--- config.mk ---
export PLATFORM = sky130hd
export DESIGN_NAME = encoder_w_p_flat
export DESIGN_NICKNAME = d
export VERILOG_FILES = /design/src/rtl/encoder_w_p_if.sv /design/src/rtl/encoder_w_p.sv /design/src/flat_wrapper.sv
export SDC_FILE = /design/constraint.sdc
export NUM_CORES = 1
export LEC_CHECK = 0
export ABC_CLOCK_PERIOD_IN_PS = 800
export CELL_PAD_IN_SITES_DETAIL_PLACEMENT = 1
export CELL_PAD_IN_SITES_GLOBAL_PLACEMENT = 1
export CORE_AREA = 2 2 39 41
export CTS_CLUSTER_SIZE = 8
export DETAILED_ROUTE_END_ITERATION = 6
export DIE_AREA = 0 0 41 43
export HOLD_SLACK_MARGIN = 0.05
export PLACE_DENSITY = 0.4
export SLEW_MARGIN = 40
export SYNTH_ARGS = -nofsm -noshare
export SYNTH_HDL_FRONTEND = slang
export SYNTH_SLANG_ARGS = --single-unit
--- constraint.sdc ---
create_clock -name clk -period 0.8 [get_ports clk]
set_input_delay 0.16 -clock clk [delete_from_list [all_inputs] [get_ports clk]]
set_output_delay 0.16 -clock clk [all_outputs]
set_load 0.02 [all_outputs]
--- src/rtl/encoder_w_p_if.sv ---
// Request/result bundle for the encoder_w_p registered priority encoder.
// Define ENCODER_MULTI_HOT_FLAG_EN to add the registered 'multi' flag.
interface encoder_w_p_if #(
  parameter int WIDTH = 4
);
  localparam int OUT_W = $clog2(WIDTH);

  logic             en;
  logic [WIDTH-1:0] a;
  logic [OUT_W-1:0] y;
  logic             valid;
`ifdef ENCODER_MULTI_HOT_FLAG_EN
  logic             multi;
`endif

`ifdef ENCODER_MULTI_HOT_FLAG_EN
  modport master (output en, output a, input y, input valid, input multi);
  modport slave  (input en, input a, output y, output valid, output multi);
`else
  modport master (output en, output a, input y, input valid);
  modport slave  (input en, input a, output y, output valid);
`endif
endinterface

--- src/rtl/encoder_w_p.sv ---
// Registered WIDTH-to-log2(WIDTH) priority encoder with enable; MSB wins.
// Optional macro ENCODER_MULTI_HOT_FLAG_EN adds a registered multi-hot flag.
module encoder_w_p #(
  parameter int WIDTH = 4
) (
  input  logic          clk,
  input  logic          rst_n,
  encoder_w_p_if.slave  bus
);
  localparam int OUT_W = $clog2(WIDTH);

  logic [OUT_W-1:0] y_q, y_d;
  logic             valid_q, valid_d;
`ifdef ENCODER_MULTI_HOT_FLAG_EN
  logic             multi_q, multi_d;
`endif

  // Ascending scan: a later (higher) set bit overwrites, so the MSB wins.
  always_comb begin
    y_d     = '0;
    valid_d = 1'b0;
    if (bus.en) begin
      for (int i = 0; i < WIDTH; i++) begin
        if (bus.a[i]) begin
          y_d     = i[OUT_W-1:0];
          valid_d = 1'b1;
        end
      end
    end
  end

`ifdef ENCODER_MULTI_HOT_FLAG_EN
  // Clearing the lowest set bit leaves something only if two or more were set.
  always_comb begin
    multi_d = bus.en && ((bus.a & (bus.a - WIDTH'(1))) != '0);
  end
`endif

  always_ff @(posedge clk) begin
    if (!rst_n) begin
      y_q     <= '0;
      valid_q <= 1'b0;
`ifdef ENCODER_MULTI_HOT_FLAG_EN
      multi_q <= 1'b0;
`endif
    end else begin
      y_q     <= y_d;
      valid_q <= valid_d;
`ifdef ENCODER_MULTI_HOT_FLAG_EN
      multi_q <= multi_d;
`endif
    end
  end

  assign bus.y     = y_q;
  assign bus.valid = valid_q;
`ifdef ENCODER_MULTI_HOT_FLAG_EN
  assign bus.multi = multi_q;
`endif
endmodule

--- src/flat_wrapper.sv ---
// flat-port wrapper written by rule: the top's interface ports become plain ports
module encoder_w_p_flat 
#(
  parameter int WIDTH = 4
)
  (clk, rst_n, bus_en, bus_a, bus_y, bus_valid);
  encoder_w_p_if #(.WIDTH(WIDTH)) bus_i ();
  input  logic clk;
  input  logic rst_n;
  input wire logic [$bits(bus_i.en)-1:0] bus_en;
  input wire logic [$bits(bus_i.a)-1:0] bus_a;
  output wire logic [$bits(bus_i.y)-1:0] bus_y;
  output wire logic [$bits(bus_i.valid)-1:0] bus_valid;
  assign bus_i.en = bus_en;
  assign bus_i.a = bus_a;
  assign bus_y = bus_i.y;
  assign bus_valid = bus_i.valid;
  encoder_w_p #(.WIDTH(WIDTH)) u_core (.clk(clk), .rst_n(rst_n), .bus(bus_i));
endmodule
==> impl_results.md, run 1 <==
* Share of cells above drive strength 1 at 0.4167
* Setup TNS Final at -0.05458 ns
* Worst path slowest cell: dfxtp_2
* Max-capacitance violation count at 0
* H-tree Lvls at 1
* Routed wire length at 329 µm
* Worst-path clk slew at 0.04 ns
* I/O Buffers at 9
* CTS tree: yes
* Post-Syn Nets at 18
* Xor/xnor share of the synthesized area at 0
* Placed Area at 209.0 µm²
* Synth Area per Inst at 8.986 µm²
* Largest net degree at the start of global routing at 4
* Post-route total power at 502.5 µW
* Initial core utilization at 0.07143
* Final nets at 32
* Layout Utilization at 0.1754
* Busiest metal layer after global routing: met4
* Mapped Cells at 11
* Top-Level Pins at 10
* Worst-Margin Slew at 0.1249 ns
* Flop pwr share at 0.326
* Fmax at 1219 MHz
* Crit path kind: flip-flop to primary output
* Max clock buf depth at 2
* Most frequent cells in the layout: 6 x clkdlybuf4s50_1, 3 x nor2_1, 3 x clkbuf_4, 3 x buf_6, 3 x dfxtp_2
* Hold path start: bus_a[3]
* Crit path buf inv count at 1
* Leak at 0.1021 nW
* Peak VDD IR at 0.3066 mV
* Area added between synthesis and finish at 145.6%
* Finished Cell Area at 242.7 µm²
* Rows at 14
* RSZ-0062 raised after global routing: true
* Post-Synth Simple-Gate Area at 0.2152
* Number of routed nets with antenna violations at 0
* Final setup vio count at 3
* Post-CTS setup buffer count at 0
* Clock power frac at 0.529
* GRT Util Overall at 0.05918
* Fin crit share at 1.025
* Via count at 121
* Vias in the first global route at 140
* Adder-cell share of the synthesized area at 0
* Compound-Gate Fraction of Synth Area at 0.1392
* WP data required at 0.64 ns
* CTS Root Cell: clkbuf_4
* Combinational share of power at 0.145
* Final Critical Period at 0.8201 ns
* DRC at 0
* Worst path top cell family by delay: flip-flops
* Ant diodes at 0
* PwrDens at 2070 nW/µm²
* Synthesized flop and latch total at 3
* TritonCTS buffer count at 3
* Sw Ratio at 0.2180
* Final WS setup at -0.02011 ns
* Status: finished with violations
* Post-synthesis mux area share at 0
* Failing checks: negative setup slack
* Vias/cell at 3.025
* Full die area at 1763 µm²
* Worst hold slack at 0.5040 ns
* Relative slew margins at 0.9165
* CP Launch Type: flip-flop
* Post-Syn Area at 98.85 µm²
* Ys Warns at 0
* Met2 Use GR at 0.05938
* Met1 Use GR at 0.04167
* Max Slew Vio Count at 0
* Psw at 109.6 µW
* Initial DRC Count at 0
* Commonest non-fill, non-tap cell in the layout: clkdlybuf4s50_1
* Fin cells at 40
* Worst Setup SP: u_core.bus.valid
* Initial antenna violation count at 0
* CP cell instances: buf_6
* CP peak stage delay at 0.31 ns
* Final RePlAce weighted congestion at 0.6660
* Internal power at 393.0 µW
* Met3 Usage GRT at 0.06283
* Placed insts at 36
* Die height at 43 µm
* GR Overflow Total at 0
* Post-synth cell types at 7
* Dpl ws at -0.2524 ns
* CTS sink count at 3
* Die W at 41 µm
* Tightest Hold Check Type: input port to flip-flop
* Crit path DAT at 0.66 ns
* Hold Vio Cnt, Final at 0
* Core box area at 1384 µm²
* Pre-Repair DR Iteration Count at 1
* Sequential share of the synthesized area at 0.6076
* Wirelength per Cell at 8.225 µm
* Largest family of logic cells by synthesized area: simple AND/OR/NAND/NOR gates
* First-pass GRT wire length at 517 µm
* CP endpoint kind: primary output
* Worst-path fanout max at 1
-- power groups by stage --
stage               Sequential [mW]  Combinational (mW)  Clock [mW]
floorplan                     0.173              0.0126           0
global placement              0.162              0.0711           0
detailed placement            0.163              0.0726           0
CTS                           0.164              0.0746       0.286
global route                  0.164              0.0787       0.308
finish                        0.164              0.0731       0.266
-- registers in the layout, summed over array words and instances (netlist names) --
| signal | cells |
|---|---|
| u_core.bus.y | 2 |
| u_core.bus.valid | 1 |
-- final timing paths --
path | end | slack [ns] | depth (start not counted)
worst max-delay path | bus_valid | -0.02 | 1
worst min-delay path | u_core.bus.y[0] | 0.50 | 3
-- routing by layer --
metal / vias up / part of all wire / wire length, µm
met4: 0 / 0.018 / 6
met2: 10 / 0.39 / 129
met5: - / 0 / 0
met3: 2 / 0.22 / 72
li1: 59 / - / -
met1: 50 / 0.37 / 121
-- logic make-up (layout without fill, tap and decap cells) --
| logic type | Yosys count | after routing |
|---|---|---|
| flip-flops | 3 | 3 |
| AO/OA/AOI/OAI | 2 | 2 |
| buffers and inverters | 1 | 14 |
| AND/OR/NAND/NOR | 5 | 5 |
-- cell usage after synthesis --
library cell / n / area (µm²)
a21oi_2: 1 / 8.760
nor2_1: 3 / 11.26
nand2b_1: 1 / 6.260
dfxtp_1: 3 / 60.06
nand2_1: 1 / 3.750
inv_1: 1 / 3.750
a21oi_1: 1 / 5.000
-- final cells by class --
type,count,area (µm²)
repair buffers,9,93.84
well taps,16,20.02
multi-input cells,7,35.03
inverters,1,3.754
flip-flops and latches,3,63.81
clock buffers,4,26.28
fillers,165,1141
-- what timing repair did --
item	in CTS	in global routing
setup endpoints to repair	3	3
hold buffers	0	0
resized for setup	21	0
Note: power is estimated with default switching activity, not from simulation.
==> run 2: changes to the inputs <==
Settings changed: GPL_ROUTABILITY_DRIVEN set to 0, RECOVER_POWER set to 100.
==> run 2 against run 1 <==
The run still ends with negative setup slack left. Routed wire length increased by 1.5%. Non-clock buffer count unchanged. Hold slack got worse by 0.0017 ns. Count of clock-buffer cells in the layout unchanged. Global-route usage unchanged. Critical endpoint unchanged.
==> impl_results.md, run 2 (synthesis gave the netlist of run 1 again) <==
* Max-capacitance violation count at 0
* CTS Root Cell: clkbuf_4
* CTS sink count at 3
* Max Slew Vio Count at 0
* Worst Hold Depth at 3
* Initial antenna violation count at 0
* PwrDens at 2106 nW/µm²
* CP Launch Type: flip-flop
* Worst path slowest cell: dfxtp_2
* Post-CTS setup buffer count at 0
* Hold Vio Cnt, Final at 0
* Final setup vio count at 3
* Most frequent cells in the layout: 5 x clkdlybuf4s50_1, 3 x nor2_1, 3 x clkbuf_4, 3 x buf_6, 3 x dfxtp_2
* Rows at 14
* Internal power at 391.6 µW
* Die W at 41 µm
* Ant diodes at 0
* Final Critical Period at 0.8228 ns
* Hold Crit Endpoint: u_core.bus.y[0]
* Worst-Margin Slew at 0.1259 ns
* Vias/cell at 3.125
* Tightest Hold Check Type: input port to flip-flop
* Clock power frac at 0.535
* Pre-Repair DR Iteration Count at 1
* Commonest non-fill, non-tap cell in the layout: clkdlybuf4s50_1
* Final nets at 32
* Crit path kind: flip-flop to primary output
* Failing checks: negative setup slack
* Max reg flops at 2
* Fillcell total at 164
* Relative slew margins at 0.9157
* CP cell instances: buf_6
* Worst-path clk slew at 0.04 ns
* I/O Buffers at 9
* Worst path top cell family by delay: flip-flops
* CTS tree: yes
* Max clock buf depth at 2
* Flop pwr share at 0.325
* Met3 WL at 72 µm
* Initial DRC Count at 0
* Via count at 125
* CP endpoint kind: primary output
* Wirelength per Cell at 8.350 µm
* Area added between synthesis and finish at 141.8%
* Met2 WL at 116 µm
* Psw at 111.6 µW
* Routed wire length at 334 µm
* CP peak stage delay at 0.31 ns
* Worst-path fanout max at 1
* Sw Ratio at 0.2218
* Largest net degree at the start of global routing at 4
* GR Overflow Total at 0
* Dpl ws at -0.2524 ns
* Crit path buf inv count at 1
* Full die area at 1763 µm²
* Number of routed nets with antenna violations at 0
* GRT Util Overall at 0.05918
* Status: finished with violations
* Die height at 43 µm
* TritonCTS buffer count at 3
* Initial core utilization at 0.07143
* Share of cells above drive strength 1 at 0.3750
* Top-Level Pins at 10
* WP data required at 0.64 ns
* Fin crit share at 1.029
* Crit path DAT at 0.66 ns
* Core box area at 1384 µm²
* Final WS setup at -0.02283 ns
* Vias in the first global route at 140
* RSZ-0062 raised after global routing: true
* H-tree Lvls at 1
* Peak VDD IR at 0.3097 mV
* Hold path start: bus_a[3]
* First-pass GRT wire length at 517 µm
* Fmax at 1215 MHz
* Setup TNS Final at -0.06229 ns
* Routed met1 length at 124 µm
* DRC at 0
* Top routing layer in use: met4
* Leak at 0.1025 nW
* Combinational share of power at 0.140
==> run 2: cell count changes in the layout (fill, tap and decap cells not counted) <==
cell             change
a21oi_2              -1
a21oi_1              +1
dlygate4sd3_1        +1
clkdlybuf4s50_1      -1
==> run 2: how the worst max path moves through the flow <==
stage          depth (start not counted)        end  slack, ns             start
3_5_place_dp                           1   bus_y[0]      -0.25   u_core.bus.y[0]
4_1_cts                                1   bus_y[0]      -0.03   u_core.bus.y[0]
6_report                               1  bus_valid      -0.02  u_core.bus.valid
5_1_grt                                1  bus_valid      -0.05  u_core.bus.valid
2_1_floorplan                          0  bus_valid       0.24  u_core.bus.valid
3_3_place_gp                           1   bus_y[0]      -0.24   u_core.bus.y[0]
==> run 2: power groups by stage <==
stage | logic [mW] | registers (mW) | clock network (mW)
after floorplan | 0.0126 | 0.173 | 0
after global placement | 0.0711 | 0.162 | 0
after detailed placement | 0.0726 | 0.163 | 0
after CTS | 0.0746 | 0.164 | 0.286
after global routing | 0.0757 | 0.164 | 0.308
final | 0.0704 | 0.164 | 0.269
==> run 2: stage by stage <==
| stage | power, mW | instance area [µm²] | util | instances | hold slack, ns |
|---|---|---|---|---|---|
| after floorplan | 0.1858 | 98.84 | - | 11 | 0.2859 |
| after global placement | 0.2336 | 209.0 | 0.1510 | 36 | 0.7452 |
| after detailed placement | 0.2355 | 209.0 | 0.1510 | 36 | 0.7585 |
| after CTS | 0.5239 | 242.7 | 0.1754 | 40 | 0.4992 |
| after global routing | 0.5485 | 239.0 | 0.1727 | 40 | 0.5266 |
| final | 0.5032 | 239.0 | 0.1727 | 40 | 0.5023 |
==> run 2: layout make-up <==
type,instances,area (µm²),area share
Multi-Input combinational cell,7,31.28,0.1309
Sequential cell,3,63.81,0.2670
Clock buffer,4,26.28,0.1099
Inverter,1,3.754,0.01571
Timing Repair Buffer,9,93.84,0.3927
Tap cell,16,20.02,0.08377
==> run 2: timing repair <==
action,4_1_cts,5_1_grt
setup endpoints to repair,3,3
pin swaps,0,0
hold buffers,0,0
gates resized for setup,21,0
==> run 2: layer usage <==
metal / global-route usage / up-vias
li1: - / 59
met1: 0.04167 / 50
met2: 0.05938 / 12
met3: 0.06283 / 4
met4: 0.1000 / 0
met5: 0 / -
==> run 3: changes to the inputs <==
--- a/config.mk
+++ b/config.mk
@@ -15,5 +15,5 @@
 export GPL_ROUTABILITY_DRIVEN = 0
 export HOLD_SLACK_MARGIN = 0.05
-export PLACE_DENSITY = 0.4
+export PLACE_DENSITY = 0.47
 export RECOVER_POWER = 100
 export SLEW_MARGIN = 40
==> constraint.sdc (replaced) <==
create_clock -name clk -period 0.8 [get_ports clk]
set_input_delay 0.08 -clock clk [delete_from_list [all_inputs] [get_ports clk]]
set_output_delay 0.08 -clock clk [all_outputs]
set_load 0.02 [all_outputs]
==> run 3 against run 2 <==
The flow now finishes without violations. Sequential share of layout area grew 0.42 points. Count of clock-buffer cells in the layout unchanged. Cell count unchanged. Routed wire length increased by 3.3%. Worst setup slack gained 0.069 ns. Global-route usage increased by 0.11 points. Core utilization down 1.3 points.
==> impl_results.md, run 3 (synthesis gave the netlist of run 1 again) <==
* Max Slew Vio Count at 0
* CP Launch Type: flip-flop
* Top-Level Pins at 10
* Final nets at 32
* Worst-path fanout max at 1
* Largest net degree at the start of global routing at 4
* Initial core utilization at 0.07143
* I/O Buffers at 9
* CTS sink count at 3
* Initial DRC Count at 1
* Worst path top cell family by delay: flip-flops
* Fin crit share at 0.9428
* Setup TNS Final at 0 ns
* Crit path DAT at 0.67 ns
* First-pass GRT wire length at 572 µm
* Max-capacitance violation count at 0
* DRC at 0
* CTS Root Cell: clkbuf_4
* Routed wire length at 345 µm
* Status: completed
* Max clock buf depth at 2
* CP cell instances: buf_2
* Worst-path clk slew at 0.04 ns
* Via count at 126
* Most frequent cells in the layout: 5 x clkdlybuf4s50_1, 3 x nor2_1, 3 x clkbuf_4, 3 x dfxtp_1
* Worst path slowest cell: dfxtp_1
* Commonest non-fill, non-tap cell in the layout: clkdlybuf4s50_1
* WP data required at 0.72 ns
* CTS tree: yes
* Final Critical Period at 0.7543 ns
* Peak VDD IR at 0.2604 mV
* Leak at 0.09844 nW
* GR Overflow Total at 0
* Ant diodes at 0
* Vias/cell at 3.150
* Vias in the first global route at 141
* Core box area at 1384 µm²
* Number of routed nets with antenna violations at 0
* Crit path kind: flip-flop to primary output
* Hold_buf cts at 0
* Die height at 43 µm
* Share of cells above drive strength 1 at 0.2500
* CP peak stage delay at 0.29 ns
* Relative slew margins at 0.9102
* PwrDens at 2198 nW/µm²
* Worst-Margin Slew at 0.1342 ns
* Post-route total power at 486.9 µW
* GRT Util Overall at 0.06024
* Final setup vio count at 0
* Fmax at 1326 MHz
* H-tree Lvls at 1
* TritonCTS buffer count at 3
* Die W at 41 µm
* Hold Vio Cnt, Final at 0
* Wirelength per Cell at 8.625 µm
* Tightest Hold Check Type: input port to flip-flop
* Full die area at 1763 µm²
* Initial antenna violation count at 0
* Max reg flops at 2
* Area added between synthesis and finish at 124.0%
* Rows at 14
* Pre-Repair DR Iteration Count at 2
* RSZ-0062 raised after global routing: false
* CP endpoint kind: primary output
* Crit path buf inv count at 1
[run 3: cell counts in the layout (fill, tap and decap cells not counted)]
Identical to the previous run, type by type.
[run 3: per-layer routing]
metal	up-vias	track usage	wire (µm)
li1	60	-	-
met1	54	0.05466	130
met2	10	0.05313	132
met3	2	0.07330	76
met4	0	0.08000	6
met5	-	0	0
[run 3: power breakdown]
group          switching (mW)  internal (mW)  total, mW
clock                  0.0748          0.187      0.262
sequential            0.00193          0.158      0.160
combinational          0.0270         0.0379     0.0649
[run 3: repair_timing]
item	in CTS	in global routing
resized for setup	12	2
buffers inserted	0	0
setup endpoints to repair	3	2
[run 3: final timing paths]
path | end | cells past startpoint | slack (ns) | startpoint
worst max-delay path | bus_valid | 1 | 0.05 | u_core.bus.valid
worst min-delay path | u_core.bus.y[0] | 3 | 0.45 | bus_a[3]
[run 3: area by class of cell]
| cell class | instances | area (µm²) |
|---|---|---|
| well taps | 16 | 20.02 |
| inverters | 1 | 3.754 |
| clock buffers | 4 | 26.28 |
| multi-input cells | 7 | 31.28 |
| flip-flops and latches | 3 | 60.06 |
| repair buffers | 9 | 80.08 |
| fillers | 166 | 1162 |
[run 3: stage by stage]
step,area (µm²),std cells,hold slack [ns],setup slack (ns),utilization
after global placement,209.0,36,0.6655,-0.1614,0.1510
after global routing,221.5,40,0.4574,0.002515,0.1600
final,221.5,40,0.4479,0.04572,0.1600
after floorplan,98.84,11,0.2059,0.3249,-
after detailed placement,209.0,36,0.6862,-0.1702,0.1510
after CTS,220.2,40,0.4437,0.02146,0.1591
